$ cat src/rtl/uart_pkg.sv
// Shared types and register offsets for the memory-mapped UART transmitter.
package uart_pkg;

    typedef enum logic [1:0] {
        IDLE  = 2'd0,
        START = 2'd1,
        DATA  = 2'd2,
        STOP  = 2'd3
    } uart_state_e;

    localparam logic [1:0] UART_OFS_TXDATA = 2'd0;
    localparam logic [1:0] UART_OFS_STATUS = 2'd1;

    // STATUS layout: [0] full, [1] empty, [2] busy, [3] ovf, [15:8] FIFO count.
    function automatic logic [31:0] pack_status(
        input logic       full,
        input logic       empty,
        input logic       busy,
        input logic       ovf,
        input logic [7:0] count
    );
        return {16'd0, count, 4'd0, ovf, busy, empty, full};
    endfunction

endpackage

$ cat src/rtl/sync_fifo.sv
// First-word-fall-through synchronous FIFO; a push while full is accepted only alongside a pop.
module sync_fifo #(
    parameter int unsigned WIDTH = 8,
    parameter int unsigned DEPTH = 16
) (
    input  logic                       clk_i,
    input  logic                       rst_ni,
    input  logic                       push_i,
    input  logic                       pop_i,
    input  logic [WIDTH-1:0]           din_i,
    output logic [WIDTH-1:0]           dout_o,
    output logic                       full_o,
    output logic                       empty_o,
    output logic [$clog2(DEPTH):0]     count_o
);
    localparam int unsigned AW = $clog2(DEPTH);

    logic [WIDTH-1:0] mem_q [DEPTH];
    logic [AW-1:0]    wr_ptr_q, wr_ptr_d;
    logic [AW-1:0]    rd_ptr_q, rd_ptr_d;
    logic [AW:0]      count_q, count_d;
    logic             do_push, do_pop;

    assign full_o  = (count_q == (AW+1)'(DEPTH));
    assign empty_o = (count_q == '0);
    assign count_o = count_q;
    assign dout_o  = mem_q[rd_ptr_q];

    assign do_pop  = pop_i && !empty_o;
    assign do_push = push_i && (!full_o || do_pop);

    always_comb begin
        wr_ptr_d = wr_ptr_q;
        rd_ptr_d = rd_ptr_q;
        count_d  = count_q;
        if (do_push) wr_ptr_d = wr_ptr_q + AW'(1);
        if (do_pop)  rd_ptr_d = rd_ptr_q + AW'(1);
        case ({do_push, do_pop})
            2'b10:   count_d = count_q + (AW+1)'(1);
            2'b01:   count_d = count_q - (AW+1)'(1);
            default: count_d = count_q;
        endcase
    end

    always_ff @(posedge clk_i) begin
        if (do_push) mem_q[wr_ptr_q] <= din_i;
    end

    always_ff @(posedge clk_i) begin
        if (!rst_ni) begin
            wr_ptr_q <= '0;
            rd_ptr_q <= '0;
            count_q  <= '0;
        end else begin
            wr_ptr_q <= wr_ptr_d;
            rd_ptr_q <= rd_ptr_d;
            count_q  <= count_d;
        end
    end

endmodule

$ cat src/rtl/uart_tx_mmio.sv
// Memory-mapped 8N1 UART transmitter: bus decode, STATUS/overflow, TX FIFO and serialiser FSM.
module uart_tx_mmio
    import uart_pkg::*;
#(
    parameter int unsigned CLKS_PER_BIT = 868,
    parameter int unsigned FIFO_DEPTH   = 16,
    parameter logic [3:0]  BASE_NIBBLE  = 4'h2
) (
    input  logic        clk_i,
    input  logic        rst_ni,
    input  logic [31:0] dbus_cmd_addr_i,
    input  logic        dbus_cmd_we_i,
    input  logic        dbus_cmd_re_i,
    input  logic [31:0] dbus_write_data_i,
    output logic [31:0] dbus_read_data_o,
    output logic        txd_o
);
    localparam int unsigned CW = $clog2(FIFO_DEPTH) + 1;
    localparam int unsigned BW = $clog2(CLKS_PER_BIT);
    localparam logic [BW-1:0] BAUD_MAX = BW'(CLKS_PER_BIT - 1);

    uart_state_e  state_q, state_d;
    logic [BW-1:0] baud_q, baud_d;
    logic [2:0]    bit_q, bit_d;
    logic [7:0]    shift_q, shift_d;
    logic          txd_q, txd_d;
    logic          ovf_q, ovf_d;
    logic [31:0]   rdata_q, rdata_d;

    logic          sel, wr_tx, rd_status, baud_last, pop;
    logic [1:0]    ofs;
    logic          fifo_full, fifo_empty;
    logic [7:0]    fifo_dout;
    logic [CW-1:0] fifo_count;
    logic [31:0]   status;
    logic          unused_bits;

    assign sel       = (dbus_cmd_addr_i[31:28] == BASE_NIBBLE);
    assign ofs       = dbus_cmd_addr_i[3:2];
    assign wr_tx     = dbus_cmd_we_i && sel && (ofs == UART_OFS_TXDATA);
    assign rd_status = dbus_cmd_re_i && sel && (ofs == UART_OFS_STATUS);
    assign baud_last = (baud_q == BAUD_MAX);

    assign unused_bits = ^{dbus_cmd_addr_i[27:4], dbus_cmd_addr_i[1:0], dbus_write_data_i[31:8]};

    sync_fifo #(
        .WIDTH (8),
        .DEPTH (FIFO_DEPTH)
    ) u_fifo (
        .clk_i   (clk_i),
        .rst_ni  (rst_ni),
        .push_i  (wr_tx),
        .pop_i   (pop),
        .din_i   (dbus_write_data_i[7:0]),
        .dout_o  (fifo_dout),
        .full_o  (fifo_full),
        .empty_o (fifo_empty),
        .count_o (fifo_count)
    );

    assign status = pack_status(fifo_full, fifo_empty, (state_q != IDLE), ovf_q, 8'(fifo_count));

    // A byte arriving while full is only lost if the serialiser is not popping this cycle.
    always_comb begin
        ovf_d   = ovf_q;
        rdata_d = '0;
        if (rd_status) begin
            rdata_d = status;
            ovf_d   = 1'b0;
        end
        if (wr_tx && fifo_full && !pop) ovf_d = 1'b1;
    end

    always_comb begin
        state_d = state_q;
        bit_d   = bit_q;
        shift_d = shift_q;
        pop     = 1'b0;
        txd_d   = 1'b1;
        baud_d  = (state_q == IDLE || baud_last) ? '0 : baud_q + BW'(1);
        case (state_q)
            IDLE: begin
                if (!fifo_empty) begin
                    pop     = 1'b1;
                    shift_d = fifo_dout;
                    state_d = START;
                end
            end
            START: begin
                txd_d = 1'b0;
                if (baud_last) begin
                    bit_d   = 3'd0;
                    state_d = DATA;
                end
            end
            DATA: begin
                txd_d = shift_q[0];
                if (baud_last) begin
                    shift_d = {1'b0, shift_q[7:1]};
                    if (bit_q == 3'd7) state_d = STOP;
                    else               bit_d   = bit_q + 3'd1;
                end
            end
            STOP: begin
                // Chain straight into the next start bit so queued bytes leave without a gap.
                if (baud_last) begin
                    if (!fifo_empty) begin
                        pop     = 1'b1;
                        shift_d = fifo_dout;
                        state_d = START;
                    end else begin
                        state_d = IDLE;
                    end
                end
            end
            default: state_d = IDLE;
        endcase
    end

    always_ff @(posedge clk_i) begin
        if (!rst_ni) begin
            state_q <= IDLE;
            baud_q  <= '0;
            bit_q   <= '0;
            shift_q <= '0;
            txd_q   <= 1'b1;
            ovf_q   <= 1'b0;
            rdata_q <= '0;
        end else begin
            state_q <= state_d;
            baud_q  <= baud_d;
            bit_q   <= bit_d;
            shift_q <= shift_d;
            txd_q   <= txd_d;
            ovf_q   <= ovf_d;
            rdata_q <= rdata_d;
        end
    end

    assign txd_o            = txd_q;
    assign dbus_read_data_o = rdata_q;

endmodule

$ cat config.mk
export PLATFORM = sky130hd
export DESIGN_NAME = uart_tx_mmio
export DESIGN_NICKNAME = d
export VERILOG_FILES = /design/src/rtl/uart_pkg.sv /design/src/rtl/sync_fifo.sv /design/src/rtl/uart_tx_mmio.sv
export SDC_FILE = /design/constraint.sdc
export NUM_CORES = 1
export LEC_CHECK = 0
export CAP_MARGIN = 20
export CORE_UTILIZATION = 55
export CTS_BUF_LIST = sky130_fd_sc_hd__clkbuf_4 sky130_fd_sc_hd__clkbuf_8 sky130_fd_sc_hd__clkbuf_16
export CTS_CLUSTER_SIZE = 12
export DETAILED_ROUTE_END_ITERATION = 7
export GPL_TIMING_DRIVEN = 1
export HOLD_SLACK_MARGIN = 0.1
export PLACE_DENSITY = 0.8
export SETUP_SLACK_MARGIN = 0.4
export SLEW_MARGIN = 20
export SYNTH_ARGS = -nofsm -noshare
export SYNTH_HDL_FRONTEND = slang
export SYNTH_SLANG_ARGS = --single-unit
$ cat constraint.sdc
create_clock -name clk_i -period 5.2 [get_ports clk_i]
set_clock_uncertainty 0.05 [all_clocks]
set_input_delay 1.3 -clock clk_i [delete_from_list [all_inputs] [get_ports clk_i]]
set_output_delay 1.3 -clock clk_i [all_outputs]
set_load 0.02 [all_outputs]
**Yosys cells after proc, flatten, opt, wreduce, memory -nomap -nowiden**

Memory sizes are Yosys's and may differ from the RTL's. A register that Yosys moved wholly into a read port is not among the register bits.
Index checks and enable logic that the tools add are counted.

- Flip-flop bits (word level): 70
- RAM bits: 128
- Bits of input ports: 68
- Output and inout port bits: 33
- Logic and storage cells: 87
- Memories kept: 1

Memories:

| memory | words | bits a word | rd ports | clocked after Yosys merged registers in | write ports | RTL line | RTL |
|---|---|---|---|---|---|---|---|
| u_fifo.mem_q | 16 | 8 | 1 | 1 | 1 | sync_fifo.sv:18 | `logic [WIDTH-1:0] mem_q [DEPTH];` |

- Add/sub/neg operators: 6
- Equal/unequal tests: 16
- Mux-type cells: 26
- Bitwise operators: 1
- Reduce and logical (&&, ||, !) cells: 26

Operators by type and width:

| operator | count |
|---|---|
| 8-bit two-way mux | 3 |
| 8-bit one-hot mux with 3 select lines | 1 |
| 2-bit inequality test, second input constant | 6 |
| 10-bit by 1-bit adder with 10-bit output, second input constant | 1 |
| 10-bit == test, second input constant | 1 |
| 2-bit two-way mux | 5 |
| 5-bit one-hot mux with 2 select lines | 1 |
| 3-bit two-way mux | 3 |
| 4-bit by 1-bit adder with 4-bit output, second input constant | 2 |
| 1-bit logical AND | 8 |
| 4-bit two-way mux | 2 |
| 2-bit one-hot mux with 4 select lines | 1 |
| 2-bit nonzero test | 4 |
| 1-bit two-way mux | 7 |
| 2-bit by 1-bit == test with 1-bit output, second input constant | 3 |
| 2-bit == test, second input constant | 3 |
| 3-bit one-hot mux with 2 select lines | 1 |
| 5-bit by 1-bit adder with 5-bit output, second input constant | 1 |
| 5-bit == test, second input constant | 1 |
| 5-bit logical NOT | 1 |
| 5-bit AND reduction | 1 |
| 5-bit by 1-bit subtractor with 5-bit output, second input constant | 1 |
| 4-bit by 2-bit == test with 1-bit output, second input constant | 1 |
| 2-bit logical NOT | 2 |
| 11 further kinds | 15 |

**Logic depth before layout (Yosys ltp)**

Gate-level depths: netlist of run 1.

- Depth after elaboration: 9
- Depth in mapped cells: 16
- Mapped depth without buffers: 14

**Hierarchy**

Synthesis of run 1 repeated with hierarchy kept, for this count alone.

- Cells, all modules: 514
- Area, all modules: 7644.8 um^2

Modules (own cells, without submodules):

| module | instances | cells each | area an instance (um^2) | sequential area each (um^2) |
|---|---|---|---|---|
| sync_fifo | 1 | 322 | 5884.4 | 4184.0 |
| uart_tx_mmio | 1 | 192 | 1760.4 | 680.7 |

**Worst setup path after synthesis of run 1**

Ideal clock, no wire load.

- Path kind: input-to-reg
- Start: input port dbus_cmd_addr_i[31]
- End: register u_fifo.count_q[4] (netlist: u_fifo.count_o[4])
- Setup time: 136 ps
- Data arrival time: 3862 ps
- Data required time: 5014 ps
- Setup slack: 1152 ps
- Cell stages on the path: 15
- Buffers on the path: 2
- Cell sequence: nand2b_1 nor4_1 nand3b_1 nor2_2 clkbuf_2 inv_1 ha_1 clkbuf_1 xor2_1 ha_1 a21oi_1 o22ai_1 a222oi_1 or3_1 a21oi_1

- Longest elaborated chain between the ends: 6
- Elaborated cells between the ends (all ways): 8
- Classes of those cells: 3 x eq/ne; 1 x mux; 4 x reduce/logical

RTL lines:

| item | RTL line | RTL |
|---|---|---|
| start: declaration | uart_tx_mmio.sv:11 | `input logic [31:0] dbus_cmd_addr_i,` |
| 4-bit by 2-bit == test with 1-bit output * | uart_tx_mmio.sv:38 | `assign sel = (dbus_cmd_addr_i[31:28] == BASE_NIBBLE);` |
| 1-bit logical AND * (2 in series) | uart_tx_mmio.sv:40 | `assign wr_tx = dbus_cmd_we_i && sel && (ofs == UART_OFS_TXDATA);` |
| 1-bit logical AND * | sync_fifo.sv:30 | `assign do_push = push_i && (!full_o \|\| do_pop);` |
| 2-bit by 1-bit == test with 1-bit output / 2-bit == test (equally long branches) | sync_fifo.sv:38 | `case ({do_push, do_pop})` |
| 5-bit one-hot mux with 2 select lines / 2-bit nonzero test (equally long branches) | n/a |  |
| end signal: assignment | sync_fifo.sv:57 | `count_q <= count_d;` |
| end: declaration | sync_fifo.sv:21 | `logic [AW:0] count_q, count_d;` |

Every way passes the cells marked *; elsewhere a longest branch is shown, timed or not.
A chain may end at the register's enable or synchronous reset.

**Final worst setup path of run 1**

- Start: input port dbus_cmd_addr_i[29]
- End: register u_fifo.count_q[4] (netlist: u_fifo.count_o[4])

Same word-level chain as after synthesis.

==> results of run 1 <==
[power by group through the flow]
stage                     Combinational, uW  Clock (uW)  Sequential, uW
after floorplan                         505           0            1630
after global placement                  553           0            1640
after detailed placement                577           0            1640
after CTS                               583        1290            1610
after global routing                    638        1340            1610
final                                   581        1270            1610
[stage by stage]
step                      hold slack [ns]  cell area (um^2)  instances  setup slack [ns]
after floorplan                     0.373              7760        527              1.15
after global placement              0.382              7930        687             0.516
after detailed placement            0.387              7930        687             0.337
after CTS                           0.396              8520        718             0.790
after global routing                0.449              8520        718             0.407
final                               0.397              8520        718             0.710
[sequential cells by signal, indices dropped and copies added (netlist names), named ones only]
name / cells
txd_o: 1
baud_q: 10
u_fifo.rd_ptr_q: 4
bit_q: 3
u_fifo.mem_q: 128
shift_q: 8
dbus_read_data_o: 9
u_fifo.count_o: 5
state_q: 2
u_fifo.wr_ptr_q: 4
ovf_q: 1
[cell usage after synthesis (all sizes together), types with 3 or more instances]
master	number
nor4	5
nand2b	10
xnor2	7
edfxtp	128
or3	3
and3	22
a2111oi	3
nor3	7
o21ai	10
a21oi	12
and2	3
nand3b	4
buf	37
nand3	11
clkbuf	9
a22oi	3
nand2	20
mux4	32
xor2	7
o211a	3
nor2	34
o221ai	3
mux2i	14
ha	16
dfxtp	51
inv	11
mux2	6
nor2b	7
[how the worst max path moves through the flow]
stage                                           endpoint  slack, ns
after floorplan           u_fifo.count_o[4]$_SDFFE_PN0P_       1.15
after global placement    u_fifo.count_o[4]$_SDFFE_PN0P_       0.52
after detailed placement  u_fifo.count_o[4]$_SDFFE_PN0P_       0.34
after CTS                 u_fifo.count_o[4]$_SDFFE_PN0P_       0.79
after global routing      u_fifo.count_o[4]$_SDFFE_PN0P_       0.41
final                     u_fifo.count_o[4]$_SDFFE_PN0P_       0.71
[worst max-delay path, stage by stage]
cell and delay, ns:
clkdlybuf4s50_1 0.47, nand2b_1 0.05, nor4_1 0.40, nand3b_1 0.25, nor2_2 0.41, inv_1 0.16
ha_1 0.30, xor2_1 0.17, ha_1 0.19, a21oi_1 0.26, o22ai_1 0.15, a222oi_1 0.40
or3_1 0.16, a21oi_1 0.06
[layout make-up]
cell class                      instances  area, um^2
Clock buffer                           17         425
Tap cell                              176         220
Inverter                               11        41.3
Clock inverter                         14         166
Timing Repair Buffer                   30         293
Fill cell                             924        4930
Multi-Input combinational cell        291        2510
Sequential cell                       179        4870
[layer usage]
metal  vias to the layer above  GRT usage [%]
li1                       1946              -
met1                      2069           27.1
met2                       127           35.9
met3                        28           5.61
met4                         0           8.75
met5                         -              0
[logic make-up after synthesis]
kind of cell	synth area share (%)
DFF	63.3
adders and majority gates	2.61
AOI/OAI and AO/OA	4.84
buffers and inverters	5.07
and+or+nand+nor	9.64
xor gates and xnor gates	1.60
muxes	12.9
other	0.0488
==> reports/qor.csv, run 1 <==
metric;value;unit
syn_to_final_growth;10.9;%
worst_pin_slew;0.950;ns
arrival;4.72;ns
p_per_area;407;nW/um^2
clock.fmax;223;MHz
die_area;14400;um^2
clk_path_buf_depth;2;
fin_crit_sh;86.4;%
synth_ff_type;edfxtp_1;
coreArea;13500;um^2
yosys.area.top_type;edfxtp_1;
status;finished, final reports clean;
io_pins;101;
comb_power_share;16.8;%
grt_max_degree;37;
cellLeakagePower;0.00295;uW
p_switching;906;uW
dp_hpwl;9190;um
ir_drop;0.000491;V
rsz0062_at_grt;false;
crit_required;5.43;ns
worstHoldStart;shift_q[7]$_SDFFE_PN0P_;
die-height;120;um
hold_path_class;reg2reg;
crit_start;dbus_cmd_addr_i[29];
clock_power_share;36.8;%
wl_per_cell;19.8;um
gp_congestion;0.799;
critPathKind;in2reg;
core.rowCount;42;
syn_area_per_cell;15.2;um^2
viasPerCell;5.81;
grt_pass1_wl;22500;um
cp-start-kind;input port;
hold_end;shift_q[7]$_SDFFE_PN0P_;
crit-reg2reg-launch;baud_q[0]$_SDFF_PP0_;
synthTopCellsByArea;edfxtp_1, dfxtp_1, mux4_1;
grt_use_total;21.6;%
initialDrtViolationCount;354;
cts.clk_slew.worst_paths;0.06;ns
cts_tree;yes;
antenna_found_initial;0;
min_period;4.49;ns
drtPass1Iterations;4;
drv_cap;0;
cts_setup_buffers;0;
drc;0;
ys_ff_latch;179;
worst-path-max-fanout;15;
yosysTopAreaCellShare;50.0;%
switching_share;26.2;%
fp.dieW;120;um
clock_latency;0.44;ns
power;3470;uW
routed-wl-met3;752;um
setup_viol;0;
slew_headroom;36.5;%
num_vias;4170;
maxSlewViolCount;0;
p_int;2560;uW
htreeDepth;4;
grt_pass1_vias;4173;
yosys_warnings;0;
root_buffer;clkbuf_16;
hold_buffers;0;
layout-drive-gt1-share;12.2;%
final_cell_mix;edfxtp_1, dfxtp_1, nor2_1;
io_buffers;27;
hold_viol;0;
ctsResizeCount;0;
nets;614;
r2r_cells;14;
start_util;57.1;%
drt-total-wl;14200;um
holdPathStages;2;
routed.top_layer;met4;
finalSetupTns;0;ns
final_common_cell;edfxtp_1;
timing.rr.end;u_fifo.count_o[4]$_SDFFE_PN0P_;
syn_inst;505;
synth_area;7680;um^2
route.met2.wl;7280;um
yosysSeqAreaShare;63.3;%
reg2reg_slack;1.30;ns
power_frac_seq;46.4;%
cts_sinks;179;
worstSetupEndpointType;flop;
numCtsBuffers;17;
synthArstFlopShare;0;%
synth_cell_type_count;63;
grt_overflow_total;0;
met1_length;5860;um
synth-edff-count;128;
antenna_cells;0;
antenna_left;0;
utilization;63.3;%
No activity file was read; power rests on OpenSTA's default activity.
==> inputs of run 2 (changes only) <==
SKIP_LAST_GASP = 1   (was not set)
==> results of run 2 <==
Same layout as run 1: the final DEF is identical, and so are final timing and power.
